### config.mk
export PLATFORM = sky130hd
export DESIGN_NAME = y86_imem_loader_flat
export DESIGN_NICKNAME = d
export VERILOG_FILES = /design/src/rtl/y86_imem_loader_if.sv /design/src/rtl/y86_imem_loader.sv /design/src/flat_wrapper.sv
export SDC_FILE = /design/constraint.sdc
export NUM_CORES = 1
export LEC_CHECK = 0
export ABC_AREA = 1
export CAP_MARGIN = 20
export CORE_MARGIN = 5
export CORE_UTILIZATION = 49
export CTS_CLUSTER_DIAMETER = 150
export DETAILED_ROUTE_END_ITERATION = 6
export HOLD_SLACK_MARGIN = 0.03
export PLACE_DENSITY_LB_ADDON = 0.08
export SLEW_MARGIN = 20
export SYNTH_ARGS = -nofsm -noshare
export SYNTH_HDL_FRONTEND = slang
export SYNTH_SLANG_ARGS = --single-unit
### constraint.sdc
create_clock -name clk -period 2.5 [get_ports clk]
set_clock_uncertainty 0.2 [all_clocks]
set_input_delay 0.375 -clock clk [delete_from_list [all_inputs] [get_ports clk]]
set_output_delay 0.375 -clock clk [all_outputs]
set_load 0.005 [all_outputs]
### src/rtl/y86_imem_loader_if.sv
// Program-stream input and instruction-memory write port of the y86 loader.
// slave: the loader side; master: the stream source / memory side.
interface y86_imem_loader_if #(
  parameter int ADDR_W = 10
) ();
  logic              s_valid;
  logic [7:0]        s_data;
  logic              s_ready;
  logic              imem_we;
  logic [ADDR_W-1:0] imem_addr;
  logic [7:0]        imem_wdata;

  modport slave (
    input  s_valid, s_data,
    output s_ready, imem_we, imem_addr, imem_wdata
  );

  modport master (
    output s_valid, s_data,
    input  s_ready, imem_we, imem_addr, imem_wdata
  );
endinterface

### src/rtl/y86_imem_loader.sv
// Loads a framed program (LEN_LO, LEN_HI, payload, checksum) into instruction memory.
// Optional inter-byte timeout enabled by defining LOADER_TIMEOUT_EN.
module y86_imem_loader #(
  parameter int MEM_BYTES      = 1024,
  parameter int ADDR_W         = 10,
  parameter int TIMEOUT_CYCLES = 4096
) (
  input  logic                   clk,
  input  logic                   rst_n,
  input  logic                   start,
  y86_imem_loader_if.slave       bus,
  output logic                   cpu_run,
  output logic                   load_done,
  output logic                   load_err,
  output logic [1:0]             err_code,
  output logic [63:0]            prog_len
);
  localparam logic [2:0] IDLE   = 3'd0;
  localparam logic [2:0] LEN_LO = 3'd1;
  localparam logic [2:0] LEN_HI = 3'd2;
  localparam logic [2:0] DATA   = 3'd3;
  localparam logic [2:0] CSUM   = 3'd4;
  localparam logic [2:0] DONE   = 3'd5;
  localparam logic [2:0] ERR    = 3'd6;

  localparam int CNT_W = ADDR_W + 1;

  logic [2:0]       state;
  logic [7:0]       len_lo;
  logic [CNT_W-1:0] n_len;
  logic [CNT_W-1:0] cnt;
  logic [CNT_W-1:0] cnt_nx;
  logic [CNT_W-1:0] prog_len_r;
  logic [7:0]       csum;
  logic             xfer;
  logic [31:0]      n_rx32;
  logic             to_hit;

  assign bus.s_ready = (state == LEN_LO) || (state == LEN_HI) ||
                       (state == DATA)   || (state == CSUM);
  assign xfer     = bus.s_valid && bus.s_ready;
  assign n_rx32   = {16'd0, bus.s_data, len_lo};
  assign cnt_nx   = cnt + CNT_W'(1);
  assign prog_len = 64'(prog_len_r);

`ifdef LOADER_TIMEOUT_EN
  logic [31:0] to_cnt;

  always_ff @(posedge clk) begin
    if (!rst_n || !bus.s_ready || xfer) to_cnt <= '0;
    else                                to_cnt <= to_cnt + 32'd1;
  end

  assign to_hit = bus.s_ready && !xfer && (to_cnt == 32'(TIMEOUT_CYCLES - 1));
`else
  // Timeout disabled: constant-false expression keeps the parameter referenced.
  assign to_hit = (TIMEOUT_CYCLES < 0);
`endif

  always_ff @(posedge clk) begin
    if (!rst_n) begin
      state          <= IDLE;
      len_lo         <= '0;
      n_len          <= '0;
      cnt            <= '0;
      csum           <= '0;
      prog_len_r     <= '0;
      cpu_run        <= 1'b0;
      load_done      <= 1'b0;
      load_err       <= 1'b0;
      err_code       <= '0;
      bus.imem_we    <= 1'b0;
      bus.imem_addr  <= '0;
      bus.imem_wdata <= '0;
    end else begin
      bus.imem_we <= 1'b0;
      case (state)
        IDLE, DONE, ERR: begin
          if (start) begin
            state      <= LEN_LO;
            cnt        <= '0;
            csum       <= '0;
            load_done  <= 1'b0;
            load_err   <= 1'b0;
            err_code   <= '0;
            prog_len_r <= '0;
            cpu_run    <= 1'b0;
          end
        end
        LEN_LO: begin
          if (xfer) begin
            len_lo <= bus.s_data;
            state  <= LEN_HI;
          end
        end
        LEN_HI: begin
          if (xfer) begin
            n_len <= n_rx32[CNT_W-1:0];
            if (n_rx32 > 32'(MEM_BYTES)) begin
              state    <= ERR;
              load_err <= 1'b1;
              err_code <= 2'd1;
            end else if (n_rx32 == 32'd0) begin
              state <= CSUM;
            end else begin
              state <= DATA;
            end
          end
        end
        DATA: begin
          if (xfer) begin
            bus.imem_we    <= 1'b1;
            bus.imem_addr  <= cnt[ADDR_W-1:0];
            bus.imem_wdata <= bus.s_data;
            cnt            <= cnt_nx;
            csum           <= csum + bus.s_data;
            if (cnt_nx == n_len) state <= CSUM;
          end
        end
        CSUM: begin
          if (xfer) begin
            if (bus.s_data == csum) begin
              state      <= DONE;
              load_done  <= 1'b1;
              prog_len_r <= n_len;
              cpu_run    <= 1'b1;
            end else begin
              state    <= ERR;
              load_err <= 1'b1;
              err_code <= 2'd2;
            end
          end
        end
        default: state <= IDLE;
      endcase
      // Only fires on a no-transfer cycle, so it never races a state advance above.
      if (to_hit) begin
        state    <= ERR;
        load_err <= 1'b1;
        err_code <= 2'd3;
      end
    end
  end
endmodule
### src/flat_wrapper.sv
// flat-port wrapper written by rule: the top's interface ports become plain ports
module y86_imem_loader_flat 
#(
  parameter int MEM_BYTES      = 1024,
  parameter int ADDR_W         = 10,
  parameter int TIMEOUT_CYCLES = 4096
)
  (clk, rst_n, start, cpu_run, load_done, load_err, err_code, prog_len, bus_s_valid, bus_s_data, bus_s_ready, bus_imem_we, bus_imem_addr, bus_imem_wdata);
  y86_imem_loader_if #(.ADDR_W(ADDR_W)) bus_i ();
  input  logic clk;
  input  logic rst_n;
  input  logic start;
  output logic cpu_run;
  output logic load_done;
  output logic load_err;
  output logic [1:0] err_code;
  output logic [63:0] prog_len;
  input wire logic [$bits(bus_i.s_valid)-1:0] bus_s_valid;
  input wire logic [$bits(bus_i.s_data)-1:0] bus_s_data;
  output wire logic [$bits(bus_i.s_ready)-1:0] bus_s_ready;
  output wire logic [$bits(bus_i.imem_we)-1:0] bus_imem_we;
  output wire logic [$bits(bus_i.imem_addr)-1:0] bus_imem_addr;
  output wire logic [$bits(bus_i.imem_wdata)-1:0] bus_imem_wdata;
  assign bus_i.s_valid = bus_s_valid;
  assign bus_i.s_data = bus_s_data;
  assign bus_s_ready = bus_i.s_ready;
  assign bus_imem_we = bus_i.imem_we;
  assign bus_imem_addr = bus_i.imem_addr;
  assign bus_imem_wdata = bus_i.imem_wdata;
  y86_imem_loader #(.MEM_BYTES(MEM_BYTES), .ADDR_W(ADDR_W), .TIMEOUT_CYCLES(TIMEOUT_CYCLES)) u_core (.clk(clk), .rst_n(rst_n), .start(start), .bus(bus_i), .cpu_run(cpu_run), .load_done(load_done), .load_err(load_err), .err_code(err_code), .prog_len(prog_len));
endmodule
==> results.md <==
* Hold path cells at 2
* Initial antenna violation count at 0
* Max VDD drop at 0.000437 V
* Setup_tns at 0 ps
* Synth top cells by count: nand2_1 (128), a21oi_1 (78), dfxtp_1 (75)
* Total power at ~3.4 mW
* Routed Antenna Nets at 0
* Crit-path max FO at 4
* CP Capture Type: register
* Vias in the first global route at between 3k and 4k
* TritonRoute pass-1 iters at 6
* Pwr dens at between 700 and 800 mW/mm²
* Min Tclk post-route at 2230 ps
* Gpl congestion at 0.869
* Final setup viols at 0
* Worst R2R Start: u_core.cnt[1]
* Min setup slack post-route at 272 ps
* Layout cells sized above 1 at 0.0848
* Largest net degree at the start of global routing at 45
* Largest family of logic cells by synthesized area: simple AND/OR/NAND/NOR gates
* Endpoint, Worst Hold: u_core.prog_len_r[7]
* Top cells by area, synth: dfxtp_1 (38%), nand2_1 (12%), buf_4 (10%)
* # diodes at 0
* Top delay family on crit path: simple AND/OR/NAND/NOR gates
* Core Util, Final at 0.598
* Tcrit/Tclk final at 0.891
* Gr ovfl total at 0
* Max Slew Vio Count at 0
* Fin cells at 727
* Mux contribution to synthesized area at 0
* Worst-path clk slew at 80 ps
* # hold bufs at CTS at 0
* Crit path buf inv count at 1
* Dpl ws at -26.2 ps
* #FFs+latches synth at 75
* RSZ-0062 raised after global routing: false
* R2R Setup Slk at 270 ps
* Primary FF master, synth: dfxtp_1
* Core area at 0.00777 mm²
* GRT Overall Usage at 0.189
* Skew-Pair Late Insertion Delay at 350 ps
* FP Rows at 32
* Sink Count at between 70 and 80
* Starting Density at 0.507
* IO Port Bufs at 47
* Yosys Warn Count at 0
* Crit Path Category: register to register
* TritonCTS buffer count at 9
* Worst path max stage delay at about 410 ps
* Starting DRC count in detailed routing at 117
* Simple-gate area share of the yosys netlist at 0.238
* Width of the die at 99.6 µm
* Kind of start point of the critical path: register
* CTS max path bufs at 2
* Pleak at 1.91 nW
* MaxCap Viol Count at 0
* Final hold violation count at 0
* Worst EP arrival at ~2300 ps
* Fmax at approximately 0.45 GHz
* Layout net count at 641
* Worst Setup SP: u_core.cnt[1]
* Post-synthesis sequential area ratio at 0.381
* Worst Hold Class: register to register
* Adder-Cell Fraction of Synth Area at 0.0305
* Crit path top cell by count: nand2_1
* Post-Place Cells at 711
* R2R depth at 14
* I/O pins at 101
* Residual DRC at 0
* Die footprint at 0.00993 mm²
* Compound-Gate Fraction of Synth Area at 0.162
* Cell Chain, Critical Path: ha_1, nand3_1, nor2_1, nand3_1, nand2_1, nand2_1, nand2_1, nand2_1, nor2_1, nand2_1, nand2_1, nand2_2, o21ai_1, inv_1
* WP data required at 2550 ps
* Post-synth EDFFs at 0
* Root buf cell: clkbuf_8
* Post-synth top area cell: dfxtp_1
* DR WL/cell at 12.8 µm
* Synth Area in XOR/XNOR at 0.0156
* Area growth, synth to finish at 18.1%
* H-tree depth at 3
* Status: finished, final reports clean
* Synthesized area per cell at 7.04 µm²
* First-pass GRT wire length at 15.2 mm
* CTS tree: built
* WL final at just over 9 mm
* Post-CTS setup buffers at 0
* Count leader, synth: nand2_1
* Die height at ~100 µm
* Post-synthesis cell area at ~0.004 mm²
* R2R Path End: u_core.state[0]
* Gate Count Post-Synth at 559
* Detail Placement HPWL at 6.99 mm
* Asr flop ratio synth at 0
* Crit-path slowest cell: dfxtp_1
* Area share of the largest cell type after synthesis at 0.381
* Distinct cells, synth at 31
* Detailed-route via count at 3546
* Vias/cell at about 5
* Cts repair resizes at 0
* Min-delay src: u_core.prog_len_r[7]
-- tightest hold or removal path, delay by kind of cell (launching register included) --
kind,cells,cell delay (ps)
DFF,1,310
AOI/OAI and AO/OA,1,50
and+or+nand+nor,1,60
-- flip-flops by register name, summed over array words and instances, names as in the netlist, 2 cells and up --
signal,cells
u_core.n_len,11
u_core.bus.imem_addr,10
u_core.err_code,2
u_core.bus.imem_wdata,8
u_core.csum,8
u_core.len_lo,8
u_core.prog_len_r,11
u_core.cnt,11
u_core.state,3
-- report_power, final --
group	internal, mW	leakage [nW]	switching, mW
clock network	0.486	0.0905	0.461
logic	0.375	1.21	0.622
registers	1.32	0.607	0.0887
-- worst max-delay path by stage --
stage                                end  cells past startpoint  slack (ps)
finish                   u_core.state[0]                     14         270
global route        u_core.prog_len_r[6]                     10          80
CTS                      u_core.state[0]                     16         300
detailed placement        u_core.csum[6]                     11         -30
global placement          u_core.csum[6]                     11          -3
floorplan                 u_core.csum[6]                     10         540
-- metrics by stage --
stage               hold slack [ps]  cell area, µm²
global placement                252            4440
CTS                             269            4650
detailed placement              258            4440
global route                    294            4650
floorplan                       241            4130
finish                          266            4650
-- metal layers --
metal / track usage / vias up / part of all wire
li1: - / 1827 / -
met1: 0.231 / 1601 / 0.43
met2: 0.334 / 113 / 0.50
met3: 0.0505 / 5 / 0.067
met4: 0.0410 / 0 / 0.0070
met5: 0 / - / 0
-- cell type report --
cell class	instances	area (µm²)
fillers	736	3120
clock buffers	10	138
repair buffers	70	668
clock inverters	6	65.1
well taps	102	128
flip-flops and latches	75	1500
inverters	51	191
multi-input cells	413	1960
-- cells by family (layout without fill, tap and decap cells) --
family / after synthesis / in the layout
buffers and inverters: 123 / 137
other: 1 / 53
adder cells (fa/ha/maj): 9 / 9
AND/OR/NAND/NOR: 219 / 219
AO/OA/AOI/OAI: 125 / 125
XOR/XNOR: 7 / 7
flip-flops: 75 / 75
-- cell usage in the layout, fill, tap and decap left out --
master / synthesis / layout
nand2_1: 128 / 128
clkbuf_8: 0 / 10
o21ai_2: 1 / 1
a21oi_1: 78 / 78
nor4_1: 1 / 1
clkinv_2: 0 / 1
fa_1: 1 / 1
xor2_1: 6 / 6
buf_4: 55 / 21
nand3_2: 1 / 1
nand3b_1: 1 / 1
clkinv_1: 1 / 1
or2_2: 1 / 1
o21ai_1: 3 / 3
bufinv_16: 0 / 1
clkdlybuf4s50_1: 0 / 47
clkinvlp_4: 0 / 4
o311ai_0: 1 / 1
nor2_1: 33 / 33
conb_1: 1 / 53
nand2_2: 3 / 3
nor2_4: 3 / 3
dfxtp_1: 75 / 75
nor3_1: 2 / 2
ha_1: 8 / 8
inv_2: 3 / 3
nor2_2: 2 / 2
o21ai_0: 40 / 40
nand3_1: 38 / 38
a21o_1: 2 / 2
xnor2_1: 1 / 1
nand4_1: 6 / 6
inv_1: 47 / 47
buf_12: 0 / 2
Note: power is estimated with default switching activity, not from simulation.
